`config.mk`:
```
export PLATFORM = sky130hd
export DESIGN_NAME = iter_div32
export DESIGN_NICKNAME = d
export VERILOG_FILES = /design/src/rtl/iter_div32.sv
export SDC_FILE = /design/constraint.sdc
export NUM_CORES = 1
export LEC_CHECK = 0
export BUFFER_PORTS_ARGS = -buffer_cell sky130_fd_sc_hd__clkbuf_2
export CORE_ASPECT_RATIO = 1.75
export CORE_MARGIN = 2
export CORE_UTILIZATION = 55
export DETAILED_ROUTE_END_ITERATION = 7
export PLACE_DENSITY = 0.78
export SLEW_MARGIN = 10
export SYNTH_ARGS = -nofsm -noshare
export SYNTH_HDL_FRONTEND = slang
export SYNTH_SLANG_ARGS = --single-unit
```
`constraint.sdc`:
```
create_clock -name clk -period 2.7 [get_ports clk]
set_clock_uncertainty 0.05 [all_clocks]
set_input_delay 0.135 -clock clk [delete_from_list [all_inputs] [get_ports clk]]
set_output_delay 0.135 -clock clk [all_outputs]
set_load 0.05 [all_outputs]
```
`src/rtl/iter_div32.sv`:
```
// Iterative radix-2 restoring divider for RV32M DIV/DIVU/REM/REMU.
// Define ITER_DIV_EARLY_OUT_EN to finish divide-by-zero and overflow in two cycles.
module iter_div32 #(
   parameter int DATA_W = 32
) (
   input  logic              clk,
   input  logic              rst_n,
   input  logic              start,
   input  logic [4:0]        op_sel,
   input  logic [DATA_W-1:0] rs1,
   input  logic [DATA_W-1:0] rs2,
   input  logic              flush,
   output logic              busy,
   output logic              done,
   output logic [DATA_W-1:0] result
);

   typedef enum logic [1:0] {
      S_IDLE,
      S_RUN,
      S_FIX
   } state_t;

   state_t            r_state;
   logic [4:0]        r_cnt;
   logic [DATA_W-1:0] r_rem;
   logic [DATA_W-1:0] r_quo;
   logic [DATA_W-1:0] r_dvs;
   logic              r_neg_q;
   logic              r_neg_r;
   logic              r_want_rem;
   logic              r_done;
   logic [DATA_W-1:0] r_result;

   logic              w_valid_op;
   logic              w_signed;
   logic [DATA_W-1:0] w_abs1;
   logic [DATA_W-1:0] w_abs2;
   logic [DATA_W:0]   w_sh;
   logic              w_ge;
   logic [DATA_W-1:0] w_diff;
   logic [DATA_W-1:0] w_q_fix;
   logic [DATA_W-1:0] w_r_fix;
   logic              w_early;

   assign w_valid_op = (op_sel[4:2] == 3'b101);
   assign w_signed   = ~op_sel[0];
   assign w_abs1     = (w_signed & rs1[DATA_W-1]) ? -rs1 : rs1;
   assign w_abs2     = (w_signed & rs2[DATA_W-1]) ? -rs2 : rs2;

   // Trial subtract on the 33-bit shifted remainder; low bits suffice when it fits.
   assign w_sh   = {r_rem, r_quo[DATA_W-1]};
   assign w_ge   = (w_sh >= {1'b0, r_dvs});
   assign w_diff = w_sh[DATA_W-1:0] - r_dvs;

   assign w_q_fix = r_neg_q ? -r_quo : r_quo;
   assign w_r_fix = r_neg_r ? -r_rem : r_rem;

`ifdef ITER_DIV_EARLY_OUT_EN
   assign w_early = (rs2 == '0) |
                    (w_signed & (rs1 == {1'b1, {(DATA_W-1){1'b0}}}) &
                     (rs2 == '1));
`else
   assign w_early = 1'b0;
`endif

   assign busy   = (r_state != S_IDLE);
   assign done   = r_done;
   assign result = r_result;

   always_ff @(posedge clk or negedge rst_n) begin
      if (!rst_n) begin
         r_state    <= S_IDLE;
         r_cnt      <= '0;
         r_rem      <= '0;
         r_quo      <= '0;
         r_dvs      <= '0;
         r_neg_q    <= 1'b0;
         r_neg_r    <= 1'b0;
         r_want_rem <= 1'b0;
         r_done     <= 1'b0;
         r_result   <= '0;
      end else begin
         r_done <= 1'b0;
         if (flush) begin
            r_state <= S_IDLE;
         end else begin
            unique case (r_state)
               S_IDLE: begin
                  if (start && w_valid_op) begin
                     r_dvs      <= w_abs2;
                     r_neg_q    <= w_signed & (rs1[DATA_W-1] ^ rs2[DATA_W-1]) &
                                   (rs2 != '0);
                     r_neg_r    <= w_signed & rs1[DATA_W-1];
                     r_want_rem <= op_sel[1];
                     r_cnt      <= '0;
                     if (w_early) begin
                        // Preload what the full iteration would have produced.
                        r_quo   <= (rs2 == '0) ? '1 : w_abs1;
                        r_rem   <= (rs2 == '0) ? w_abs1 : '0;
                        r_state <= S_FIX;
                     end else begin
                        r_quo   <= w_abs1;
                        r_rem   <= '0;
                        r_state <= S_RUN;
                     end
                  end
               end
               S_RUN: begin
                  r_rem <= w_ge ? w_diff : w_sh[DATA_W-1:0];
                  r_quo <= {r_quo[DATA_W-2:0], w_ge};
                  r_cnt <= r_cnt + 5'd1;
                  if (r_cnt == 5'd31) begin
                     r_state <= S_FIX;
                  end
               end
               S_FIX: begin
                  r_result <= r_want_rem ? w_r_fix : w_q_fix;
                  r_done   <= 1'b1;
                  r_state  <= S_IDLE;
               end
               default: r_state <= S_IDLE;
            endcase
         end
      end
   end

endmodule
```
==> flow_metrics.py <==
metrics = {
    "run_status": {
        "outcome": "complete, but fails checks",
        "violations": "negative setup slack",
    },
    "global_route": {
        "grt_pass1_vias": 10500,
        "grt-ovfl-total": 0,
        "antenna_found_initial": 0,
        "grt_pass1_wl_um": 51300,
        "grt.busiest_layer": "met2",
        "met1_usage_pct": 34.9,
        "grt_max_degree": 69,
        "use_met2_pct": 60.1,
        "grt_util_all_layers_pct": 32.8,
        "use_met3_pct": 4.17,
    },
    "floorplanning": {
        "ios": 107,
        "chipWidth_um": 108,
        "num_rows": 66,
        "core_um2": 18600,
        "die_area_um2": 20000,
        "fp.dieH_um": 186,
        "start_util_pct": 55.9,
    },
    "synth": {
        "yosys_warnings": 0,
        "synth_cell_types": 59,
        "ys_seq_area_share_pct": 33.5,
        "yosys_most_used_dff": "dfrtp_1",
        "syn_avg_cell_area_um2": 7.94,
        "synth_cells": 1308,
        "synth_seq_cells": 139,
        "netlist_area_um2": 10400,
        "syn_nets": 1420,
        "synth_edf_count": 0,
        "async_reset_ff_share_pct": 100,
    },
    "power_and_ir_drop": {
        "power.leakage_nw": 6.06,
        "powerDensity_nw_per_um2": 590,
        "ir_drop_v": 0.000370,
    },
    "clock_tree": {
        "cts_buffer_depth": 2,
        "htreeDepth": 4,
        "numClockSinks": 139,
        "cts-root-buf": "clkbuf_16",
        "cts_buffers": 17,
        "tritoncts": "yes",
        "clk_latency_ns": 0.43,
        "clk_pin_slew_ns": 0.07,
    },
    "critical_path": {
        "path_depth": 11,
        "worstPathArrival_ns": 3.22,
        "end_kind": "register",
        "crit_top_cell": "nand2_4",
        "cp_slowest_cell": "dfrtp_1",
        "crit_path_max_incr_delay_ns": 0.42,
        "worst-path-buf-inv": 1,
        "critical_path.max_fanout": 6,
        "crit_chain": "ha_4 > nand2_4 > nor2_4 > nand4_1 > or3_4 > or3_1 > a2111o_1 > nand2_4 > buf_6 > mux2i_1 > o21ai_1",
        "critPathTopFamily": "simple AND/OR/NAND/NOR gates",
        "worstSetupStartpointType": "register",
        "crit_type": "reg2reg",
        "worst_r2r_path_depth": 11,
        "required_ns": 2.94,
    },
    "job": {
        "cap_violations": 0,
    },
    "drt": {
        "routedWlPerCell_um": 18.3,
        "drc": 0,
        "dr.pass1.iters": 5,
        "vias_per_cell": 5.97,
        "vias": 10600,
        "initialDrtViolationCount": 728,
        "finalWirelength_um": 32600,
        "ant_nets": 0,
    },
    "sta": {
        "slew_violations": 0,
        "relSlewSlack_pct": 25.8,
        "min_period_ns": 2.98,
        "fin_ws_ns": -0.280,
        "hold_viol": 0,
        "holdWs_ns": 0.00170,
        "fmax_mhz": 336,
        "post-route-period-util_pct": 110,
        "tightest_slew_ns": 1.11,
        "rsz0062_at_grt": "true",
        "setup_viol": 43,
    },
    "finish": {
        "fin_nets": 1641,
        "area_growth_pct": 27.1,
        "n_antenna_cell": 0,
        "drive_above_1_share_pct": 23.1,
        "fillers": 1455,
        "seq_area_um2": 3480,
        "fin_cells": 1780,
        "multi_input_area_um2": 6750,
        "utilization_pct": 71.0,
    },
    "placed_design": {
        "dp.cells": 1723,
        "portBuffers": 106,
        "gp_congestion": 0.951,
        "preCtsSetupSlack_ns": -0.303,
        "dp.final_hpwl_um": 23900,
    },
    "hold_path": {
        "worst_hold_path_type": "in2reg",
        "worstHoldPathCells": 3,
    },
}
==> layer usage <==
metal / share of wire [%] / wire length, um
met5: 0 / 0
met4: 6.8 / 2200
met3: 4.6 / 1510
met2: 53 / 17300
met1: 36 / 11600
==> state kept, by name, summed over array words and instances, names as in the netlist <==
| register | cells |
|---|---|
| done | 1 |
| r_cnt | 5 |
| r_neg_r | 1 |
| r_want_rem | 1 |
| r_state | 2 |
| result | 32 |
| r_quo | 32 |
| r_rem | 32 |
| r_dvs | 32 |
| r_neg_q | 1 |
==> synthesized netlist by cell type (8+ instances only) <==
master / count / area, um^2
nand2_1: 176 / 661
dfrtp_1: 139 / 3480
o21ai_0: 128 / 641
a21oi_1: 109 / 546
nor2_1: 92 / 345
xnor2_1: 72 / 631
xor2_1: 68 / 596
clkbuf_1: 55 / 206
inv_1: 54 / 203
o21ai_1: 50 / 250
ha_1: 38 / 475
nand3_1: 36 / 180
mux2i_1: 35 / 350
nor3_1: 26 / 130
o31ai_1: 20 / 150
or3_1: 19 / 119
a21o_1: 15 / 113
nand2b_1: 15 / 93.8
nor4_1: 15 / 93.8
a31oi_1: 11 / 68.8
and2_1: 10 / 62.6
and3_1: 10 / 62.6
o41ai_1: 10 / 87.6
nand4_1: 9 / 56.3
nor2b_1: 8 / 50.1
or4_1: 8 / 60.1
==> cell usage in the layout, fill, tap and decap left out, drive strengths merged, types with 26 or more instances in the layout <==
cell / n
mux2i: 35
clkbuf: 128
o21ai: 178
xor2: 68
a21oi: 109
nor2: 92
nor3: 26
ha: 38
buf: 151
dfrtp: 139
inv: 55
xnor2: 72
nand2: 178
nand3: 36
==> area by class of cell <==
cell class / instances / share of cell area (%)
clock buffer: 22 / 3.67
clock inverter: 10 / 0.683
inverter: 54 / 1.54
multi-input combinational: 1047 / 51.2
sequential: 139 / 26.4
tap: 238 / 2.26
timing repair buffer: 270 / 14.3
==> worst reg2reg max path: stages, from the launching register on <==
cell and delay, ns:
dfrtp_1 0.42, ha_4 0.30, nand2_4 0.06, nor2_4 0.12, nand4_1 0.12, or3_4 0.40
or3_1 0.31, a2111o_1 0.42, nand2_4 0.17, buf_6 0.17, mux2i_1 0.22, o21ai_1 0.09
==> kinds of logic after synthesis <==
logic type               Yosys count  share of synthesized area [%]
multiplexers                      35                           3.37
adder cells (fa/ha/maj)           39                           4.77
AND/OR/NAND/NOR                  446                           20.1
AO/OA/AOI/OAI                    387                           21.5
flip-flops                       139                           33.5
XOR/XNOR                         140                           11.8
buffers and inverters            122                           4.97
==> path summary, 6_finish.rpt <==
kind | start | to | slack, ns
max in group asynchronous | rst_n | result[31]$_DFFE_PN0P_ | 1.57
min in group asynchronous | rst_n | r_quo[3]$_DFFE_PN0P_ | 0.24
worst min register to register | result[5]$_DFFE_PN0P_ | result[5]$_DFFE_PN0P_ | 0.43
worst min-delay path | rs2[28] | r_dvs[28]$_DFFE_PN0P_ | 0.002
worst max register to register | r_rem[10]$_DFFE_PN0P_ | r_rem[27]$_DFFE_PN0P_ | -0.28
worst max-delay path | r_rem[10]$_DFFE_PN0P_ | r_rem[27]$_DFFE_PN0P_ | -0.28
==> power breakdown <==
group	switching [mW]	internal, mW
clock network	0.940	1.36
logic	1.58	1.24
registers	0.315	2.36
==> repair_timing <==
item	in CTS	in global routing
pin swaps	13	23
setup endpoints to repair	45	58
hold buffers	12	1
resized for setup	37	29
gates cloned	0	1
endpoints found under the hold margin	77	1
buffers inserted	5	7
==> stage by stage <==
step                      instance area, um^2  TNS (ns)  total power [mW]
after floorplan                         10400     -5.37              4.24
after global placement                  12000     -7.24              5.21
after detailed placement                12000     -8.69              5.28
after CTS                               13000     -6.21              7.67
after global routing                    13200    -13.33              8.21
final                                   13200     -8.55              7.79
Note: power is estimated with default switching activity, not from simulation.
